--- src/rtl/mwsub_pkg.sv ---
// Purpose: shared types and constants for the multi-word subtract sequencer.
// Contents: MWSUB_WORD_W (width of the subtract-with-carry stage) and the
//           sequencer state enum (IDLE, RUN, DONE).
package mwsub_pkg;

    localparam int unsigned MWSUB_WORD_W = 32;

    typedef enum logic [1:0] {
        IDLE = 2'd0,
        RUN  = 2'd1,
        DONE = 2'd2
    } mwsub_state_e;

endpackage

--- src/rtl/mwsub_shift_reg.sv ---
// Purpose: loadable right-shift register. Each shift moves the contents down
//          by STEP bits and inserts serial_in_i at the top.
//          Load has priority over shift.
// Ports:
//   clk, rst      clock, synchronous active-high reset (clears to zero)
//   load_i        parallel load of load_data_i
//   shift_i       shift right by STEP, serial_in_i enters at the MS end
//   load_data_i   parallel load value (WIDTH)
//   serial_in_i   word shifted in (STEP)
//   data_o        full register contents (WIDTH)
//   word_o        least-significant STEP bits of the register
module mwsub_shift_reg #(
    parameter int unsigned WIDTH = 128,
    parameter int unsigned STEP  = 32
) (
    input  logic             clk,
    input  logic             rst,
    input  logic             load_i,
    input  logic             shift_i,
    input  logic [WIDTH-1:0] load_data_i,
    input  logic [STEP-1:0]  serial_in_i,
    output logic [WIDTH-1:0] data_o,
    output logic [STEP-1:0]  word_o
);

    logic [WIDTH-1:0] data_q;
    logic [WIDTH-1:0] shifted_c;

    // A single-word register simply takes the incoming word on a shift.
    generate
        if (WIDTH > STEP) begin : g_multi
            assign shifted_c = {serial_in_i, data_q[WIDTH-1:STEP]};
        end else begin : g_single
            assign shifted_c = WIDTH'(serial_in_i);
        end
    endgenerate

    always_ff @(posedge clk) begin
        if (rst) begin
            data_q <= '0;
        end else if (load_i) begin
            data_q <= load_data_i;
        end else if (shift_i) begin
            data_q <= shifted_c;
        end
    end

    assign data_o = data_q;
    assign word_o = data_q[STEP-1:0];

endmodule

--- src/rtl/multiword_sub_seq.sv ---
// Purpose: sequences a WORDS*WORD_W-bit subtraction R = A - B through an
//          external 32-bit subtract-with-carry stage, one word per cycle,
//          least-significant word first, chaining the stage carry-out back
//          in as the next carry-in (carry 1 = no borrow).
// Ports:
//   clk, rst             clock, synchronous active-high reset
//   in_valid / in_ready  operand handshake (in_ready high only in IDLE)
//   a_in, b_in           minuend / subtrahend (WORDS*WORD_W)
//   out_valid/out_ready  result handshake (result held while out_valid)
//   result               A - B mod 2^(WORDS*WORD_W)
//   borrow_out           1 when A < B unsigned
//   sub_a, sub_b, sub_cin    drive to the subtract stage (idle: 0, 0, 1)
//   sub_result, sub_cout     returned from the subtract stage
// Configuration: define MWSUB_FLAGS_EN to add zero_flag and ovf_flag outputs
//   (result == 0, signed overflow), valid together with out_valid.
module multiword_sub_seq
    import mwsub_pkg::*;
#(
    parameter int unsigned WORDS  = 4,
    parameter int unsigned WORD_W = MWSUB_WORD_W
) (
    input  logic                    clk,
    input  logic                    rst,
    input  logic                    in_valid,
    output logic                    in_ready,
    input  logic [WORDS*WORD_W-1:0] a_in,
    input  logic [WORDS*WORD_W-1:0] b_in,
    output logic                    out_valid,
    input  logic                    out_ready,
    output logic [WORDS*WORD_W-1:0] result,
    output logic                    borrow_out,
    output logic [WORD_W-1:0]       sub_a,
    output logic [WORD_W-1:0]       sub_b,
    output logic                    sub_cin,
    input  logic [WORD_W-1:0]       sub_result,
`ifdef MWSUB_FLAGS_EN
    input  logic                    sub_cout,
    output logic                    zero_flag,
    output logic                    ovf_flag
`else
    input  logic                    sub_cout
`endif
);

    localparam int unsigned TOTAL_W = WORDS * WORD_W;
    localparam int unsigned CNT_W   = (WORDS > 1) ? $clog2(WORDS) : 1;

    mwsub_state_e     state_q;
    mwsub_state_e     state_d;
    logic [CNT_W-1:0] cnt_q;
    logic             carry_q;
    logic             out_valid_q;
    logic             borrow_q;

    logic             load_c;
    logic             shift_c;
    logic             last_c;
    logic             release_c;

    logic [WORD_W-1:0]  a_word;
    logic [WORD_W-1:0]  b_word;
    logic [TOTAL_W-1:0] a_all_unused;
    logic [TOTAL_W-1:0] b_all_unused;
    logic [WORD_W-1:0]  res_word_unused;
    logic [TOTAL_W-1:0] res_q;

    // Next-state and per-cycle datapath controls.
    always_comb begin
        state_d   = state_q;
        load_c    = 1'b0;
        shift_c   = 1'b0;
        last_c    = 1'b0;
        release_c = 1'b0;
        case (state_q)
            IDLE: begin
                if (in_valid) begin
                    load_c  = 1'b1;
                    state_d = RUN;
                end
            end
            RUN: begin
                shift_c = 1'b1;
                if (cnt_q == CNT_W'(WORDS - 1)) begin
                    last_c  = 1'b1;
                    state_d = DONE;
                end
            end
            DONE: begin
                if (out_ready) begin
                    release_c = 1'b1;
                    state_d   = IDLE;
                end
            end
            default: begin
                state_d = IDLE;
            end
        endcase
    end

    // State, word counter, carry chain and result-side status.
    always_ff @(posedge clk) begin
        if (rst) begin
            state_q     <= IDLE;
            cnt_q       <= '0;
            carry_q     <= 1'b1;
            out_valid_q <= 1'b0;
            borrow_q    <= 1'b0;
        end else begin
            state_q <= state_d;
            if (load_c) begin
                cnt_q   <= '0;
                carry_q <= 1'b1;
            end
            if (shift_c) begin
                cnt_q   <= cnt_q + CNT_W'(1);
                carry_q <= sub_cout;
            end
            if (last_c) begin
                out_valid_q <= 1'b1;
                borrow_q    <= ~sub_cout;
            end
            if (release_c) begin
                out_valid_q <= 1'b0;
            end
        end
    end

    mwsub_shift_reg #(.WIDTH(TOTAL_W), .STEP(WORD_W)) u_a_reg (
        .clk         (clk),
        .rst         (rst),
        .load_i      (load_c),
        .shift_i     (shift_c),
        .load_data_i (a_in),
        .serial_in_i ('0),
        .data_o      (a_all_unused),
        .word_o      (a_word)
    );

    mwsub_shift_reg #(.WIDTH(TOTAL_W), .STEP(WORD_W)) u_b_reg (
        .clk         (clk),
        .rst         (rst),
        .load_i      (load_c),
        .shift_i     (shift_c),
        .load_data_i (b_in),
        .serial_in_i ('0),
        .data_o      (b_all_unused),
        .word_o      (b_word)
    );

    // Stage results enter at the top; after WORDS shifts the LS word sits at the bottom.
    mwsub_shift_reg #(.WIDTH(TOTAL_W), .STEP(WORD_W)) u_res_reg (
        .clk         (clk),
        .rst         (rst),
        .load_i      (1'b0),
        .shift_i     (shift_c),
        .load_data_i ('0),
        .serial_in_i (sub_result),
        .data_o      (res_q),
        .word_o      (res_word_unused)
    );

    // Stage drive is parked at 0 - 0 with no borrow outside RUN.
    always_comb begin
        sub_a   = '0;
        sub_b   = '0;
        sub_cin = 1'b1;
        if (state_q == RUN) begin
            sub_a   = a_word;
            sub_b   = b_word;
            sub_cin = carry_q;
        end
    end

    assign in_ready   = (state_q == IDLE);
    assign out_valid  = out_valid_q;
    assign result     = res_q;
    assign borrow_out = borrow_q;

`ifdef MWSUB_FLAGS_EN
    logic zero_acc_q;
    logic zero_flag_q;
    logic ovf_flag_q;

    // Zero is accumulated word by word; overflow uses the MS bits of the final word.
    always_ff @(posedge clk) begin
        if (rst) begin
            zero_acc_q  <= 1'b1;
            zero_flag_q <= 1'b0;
            ovf_flag_q  <= 1'b0;
        end else begin
            if (load_c) begin
                zero_acc_q <= 1'b1;
            end
            if (shift_c) begin
                zero_acc_q <= zero_acc_q & (sub_result == '0);
            end
            if (last_c) begin
                zero_flag_q <= zero_acc_q & (sub_result == '0);
                ovf_flag_q  <= (sub_a[WORD_W-1] ^ sub_b[WORD_W-1])
                             & (sub_a[WORD_W-1] ^ sub_result[WORD_W-1]);
            end
        end
    end

    assign zero_flag = zero_flag_q;
    assign ovf_flag  = ovf_flag_q;
`endif

endmodule

--- config.mk ---
export PLATFORM = sky130hd
export DESIGN_NAME = multiword_sub_seq
export DESIGN_NICKNAME = d
export VERILOG_FILES = /design/src/rtl/mwsub_pkg.sv /design/src/rtl/mwsub_shift_reg.sv /design/src/rtl/multiword_sub_seq.sv
export SDC_FILE = /design/constraint.sdc
export NUM_CORES = 1
export LEC_CHECK = 0
export BUFFER_PORTS_ARGS = -buffer_cell sky130_fd_sc_hd__buf_4
export CAP_MARGIN = 20
export CORE_AREA = 3 3 190 192
export CTS_CLUSTER_DIAMETER = 60
export CTS_CLUSTER_SIZE = 20
export DETAILED_ROUTE_END_ITERATION = 8
export DIE_AREA = 0 0 193 195
export GPL_TIMING_DRIVEN = 0
export PLACE_DENSITY = 0.73
export SETUP_SLACK_MARGIN = 0.3
export SYNTH_ARGS = -nofsm -noshare
export SYNTH_HDL_FRONTEND = slang
export SYNTH_SLANG_ARGS = --single-unit
--- constraint.sdc ---
create_clock -name clk -period 3.3 [get_ports clk]
set_input_delay 0.33 -clock clk [delete_from_list [all_inputs] [get_ports clk]]
set_output_delay 0.33 -clock clk [all_outputs]
set_load 0.005 [all_outputs]
* Word level (Yosys, flattened, before mapping)
Cells that the tools add are included.
** Word-level totals
- Logic and storage cells :: 42
- Register bits :: 391
- Output and inout bits :: 196
** Cells by class
- Equality and inequality tests :: 6
- Bitwise gates (word level) :: 1
- $add $sub $neg :: 1
- Reductions and logical operators :: 4
- Multiplexer cells :: 22
** Operators with widths (number)
- 128-bit two-way mux :: 4
- 32-bit two-way mux :: 2
- 1-bit two-way mux :: 10
- 2-bit two-way mux :: 5
- 2-bit inequality test, second input constant :: 3
- 2-bit case mux with 3 select lines :: 1
- 2-bit equality test, second input constant :: 2
- 3-bit AND reduction :: 1
- 2-bit by 1-bit adder with 2-bit output, second input constant :: 1
- 2-bit by 1-bit equality test with 1-bit output, second input constant :: 1
- 2-bit zero test :: 1
- 2-bit nonzero test :: 1
- 2-bit OR reduction :: 1
- 1-bit NOT :: 1

* Depth between registers and ports, before layout
- Depth in word-level cells :: 4
- Depth in mapped cells :: 7
- Gate-level depth less buffers :: 4

* Modules after synthesis
From an unflattened synthesis, not the netlist that was laid out.
** Unflattened totals
- Cell total of the unflattened synthesis :: 1908
- Area total of the unflattened synthesis :: 21478.1 um^2
** By module, submodules not included
- mwsub_shift_reg :: cells an instance 601, sequential area each 2562.5 um^2, instances 3, area each 6899.1 um^2
- multiword_sub_seq :: cells an instance 105, sequential area each 140.1 um^2, instances 1, area each 780.7 um^2

* Worst setup path after synthesis
No wires, ideal clock.
- Path kind :: register -> output
- Start point :: register state_q[1]
- End point :: output port sub_a[31]
- Required time :: 2.970 ns
- Slack :: 1.780 ns
- Cell stages (with the launch flop) :: 6
- Buffers on the path :: 3
- Arrival :: 1.190 ns
- Cells stage by stage :: dfxtp_1 buf_6 and2b_1 buf_2 clkbuf_1 and2_1
** Between the ends
- Longest elaborated chain between the ends :: 2
** RTL lines
- start, declared :: line multiword_sub_seq.sv:48 : mwsub_state_e state_q;
- start signal, assigned :: line multiword_sub_seq.sv:109 : state_q <= state_d;
- 2-bit by 1-bit equality test with 1-bit output :: line multiword_sub_seq.sv:167 : if (state_q == RUN) begin
- 32-bit two-way mux :: line multiword_sub_seq.sv:167
- end, declared :: line multiword_sub_seq.sv:32 : output logic [WORD_W-1:0] sub_a,
No other way between the ends.

* Worst setup path in the final report
- Start point :: register state_q[0]
- End point :: output port sub_b[28]
** Between the ends
- Longest elaborated chain between the ends :: 2
** RTL lines
- 2-bit by 1-bit equality test with 1-bit output :: line multiword_sub_seq.sv:167
- 32-bit two-way mux :: line multiword_sub_seq.sv:167
- end, declared :: line multiword_sub_seq.sv:33 : output logic [WORD_W-1:0] sub_b,
No other way between the ends.

==> reports/metrics.yaml <==
final_layout:
  regArea_um2: 7830
  layout.nets: 2945
  areaGrowthSynthToFinish_pct: 35.7
  num-fill-cells: 3090
  fin_util: 0.637
  design_area_um2: 22000
  final_layout_size_suffix_gt1_frac: 0.261
  multi_input_area_um2: 7460
yosys:
  netlist_area_um2: 16200
  yosysMostFrequentCell: "nand2_1"
  async_flop_share: 0
  synth_area_leaders: "dfxtp_1, a21oi_1, nand2_1"
  syn_area_per_cell_um2: 7.77
  synth_area_leader_cell: "dfxtp_1"
  synth_edf_count: 0
  yosys_warnings: 0
  synth.distinct_cells: 25
  post-synth-top-area-fraction: 0.483
  yosysSeqAreaShare: 0.483
  syn-instance-count: 2086
  ys.flop_type: "dfxtp_1"
  synthTopCellsByCount: "nand2_1, dfxtp_1, a21oi_1"
  synth_nets: 2380
  ys_seq_elements: 391
timing:
  setup_tns_ns: 0
  max_freq_mhz: 363
  hold_viol_final: 0
  rsz0062_at_grt: "no"
  finalSetupViolations: 0
  fin_crit_ns: 2.76
  final.period_utilization: 0.835
  worst_pin_slew_ns: 0.726
  finalClockSkew_ns: 0.0273
  slew_headroom: 0.516
  maxSlewViolCount: 0
  hold_slack_ns: 0.0104
pwr:
  power_density_nw_per_um2: 504
  power.leakage_nw: 9.05
  peakVddDrop_uv: 464
  p_total_w: 0.0111
drt:
  antenna_left: 0
  wirelength_um: 61900
  wl_per_cell_um: 19.8
  routed_via_density: 5.32
  detail_route.drc_violations: 0
  num_vias: 16700
  first_iter_violations: 1068
  firstDrtPassIters: 5
placed_design:
  placed_area_um2: 20400
  port_buffers: 487
  dp_hpwl_um: 48900
  place_congestion: 0.901
setup_path:
  required_ns: 2.97
  cp-end-kind: "output port"
  arrival_ns: 2.43
  critPathLaunchType: "register"
  crit_type: "register to output port"
  crit_fanout: 10
clock_tree:
  insertion_delay_ns: 0.59
  h-tree-depth: 1
  cts.sinks: 391
  cts_buffers: 31
  cts.path.max_buffers: 3
  path_clk_slew_ns: 0.08
  cts_setup_buffers: 0
  cts_tree: "yes"
  cts-root-buf: "clkbuf_16"
grt:
  grt.total_usage: 0.314
  grt_overflow: 0
  grt_max_degree: 21
  grt_pass1_vias: 16500
  grt_pass1_wl_um: 93000
  antenna_found_initial: 4
run_status:
  status: "finished clean"
floorplanning:
  die_y_um: 195
  die_width_um: 193
  fp.dieArea_um2: 37600
  core-area_um2: 34500
  initial_core_util: 0.469
  io_pins: 489
  row_count: 68
run:
  drv_cap: 0
worst_hold_path:
  hold_path_class: "primary input to register"
## layout make-up
cell class / count / area share
tap: 455 / 0.0259
clock inverter: 22 / 0.0135
sequential: 391 / 0.356
buffer: 196 / 0.0419
clock buffer: 34 / 0.0362
timing repair buffer: 532 / 0.187
multi-input combinational: 1499 / 0.339
antenna: 3 / 0.000341
## what timing repair did
action | 4_1_cts | 5_1_grt
endpoints found under the setup margin | 2 | 0
hold buffers | 45 | 0
hold endpoints to repair | 45 | 0
gates resized for setup | 1 | 0
## cell usage in the layout, fill, tap and decap left out, types with 2 or more instances in the layout
cell type and n:
buf_4 497, nand2_1 449, dfxtp_1 391, a21oi_1 387, nor2_1 199, a211oi_1 129, clkbuf_1 89, buf_2 88
nand2b_1 67, nand3_1 65, nor3_1 65, and2_1 64, or3b_2 50, dlygate4sd3_1 45, clkbuf_16 31, or3b_1 15
buf_6 5, buf_1 5, clkinv_8 5, inv_8 5, inv_6 4, diode_2 3, bufinv_16 3, clkinv_2 2
clkinv_4 2
## routing by layer
metal / GRT usage / vias to the layer above / share of wire
li1: - / 8133 / -
met3: 0.0749 / 127 / 0.094
met4: 0.119 / 4 / 0.041
met2: 0.539 / 692 / 0.47
met1: 0.381 / 7709 / 0.40
met5: 0 / - / 0.00039
## power breakdown
group / internal (W) / switching [W] / total (W)
Sequential: 0.00503 / 0.000185 / 0.00522
Clock: 0.00207 / 0.00195 / 0.00402
Combinational: 0.000813 / 0.00102 / 0.00184
## cell families after synthesis
group           count (synthesis)  synth area share
simple gates                  976             0.277
compound gates                522             0.182
flops                         391             0.483
buf+inv                       196            0.0568
fa+ha+maj                       1          0.000772
## state kept, by name, summed over array words and instances, names as in the netlist
signal / cells
borrow_out: 1
cnt_q: 2
u_b_reg.data_o: 128
u_res_reg.data_o: 128
u_a_reg.data_o: 128
state_q: 2
carry_q: 1
out_valid: 1
## through the flow
step / setup slack (ns) / std cells
after floorplan: 1.78 / 2086
after global placement: 0.933 / 3028
after detailed placement: 0.918 / 3028
after CTS: 0.546 / 3129
after global routing: 0.444 / 3131
final: 0.543 / 3132
## worst paths after layout
path / from / endpoint / slack, ns / cells after the start
max: state_q[0] / sub_b[28] / 0.54 / 6
min: b_in[123] / u_b_reg.data_o[123] / 0.01 / 3
max reg2reg: state_q[0] / u_res_reg.data_o[17] / 1.28 / 7
min reg2reg: u_a_reg.data_o[96] / u_a_reg.data_o[64] / 0.44 / 2
## worst max-delay path: stages, from the launching register on
cell and delay, ns:
dfxtp_1 0.41, buf_6 0.20, and2b_1 0.17, buf_2 0.34
clkbuf_1 0.30, and2_1 0.26, buf_4 0.14
No activity file was read; power rests on OpenSTA's default activity.
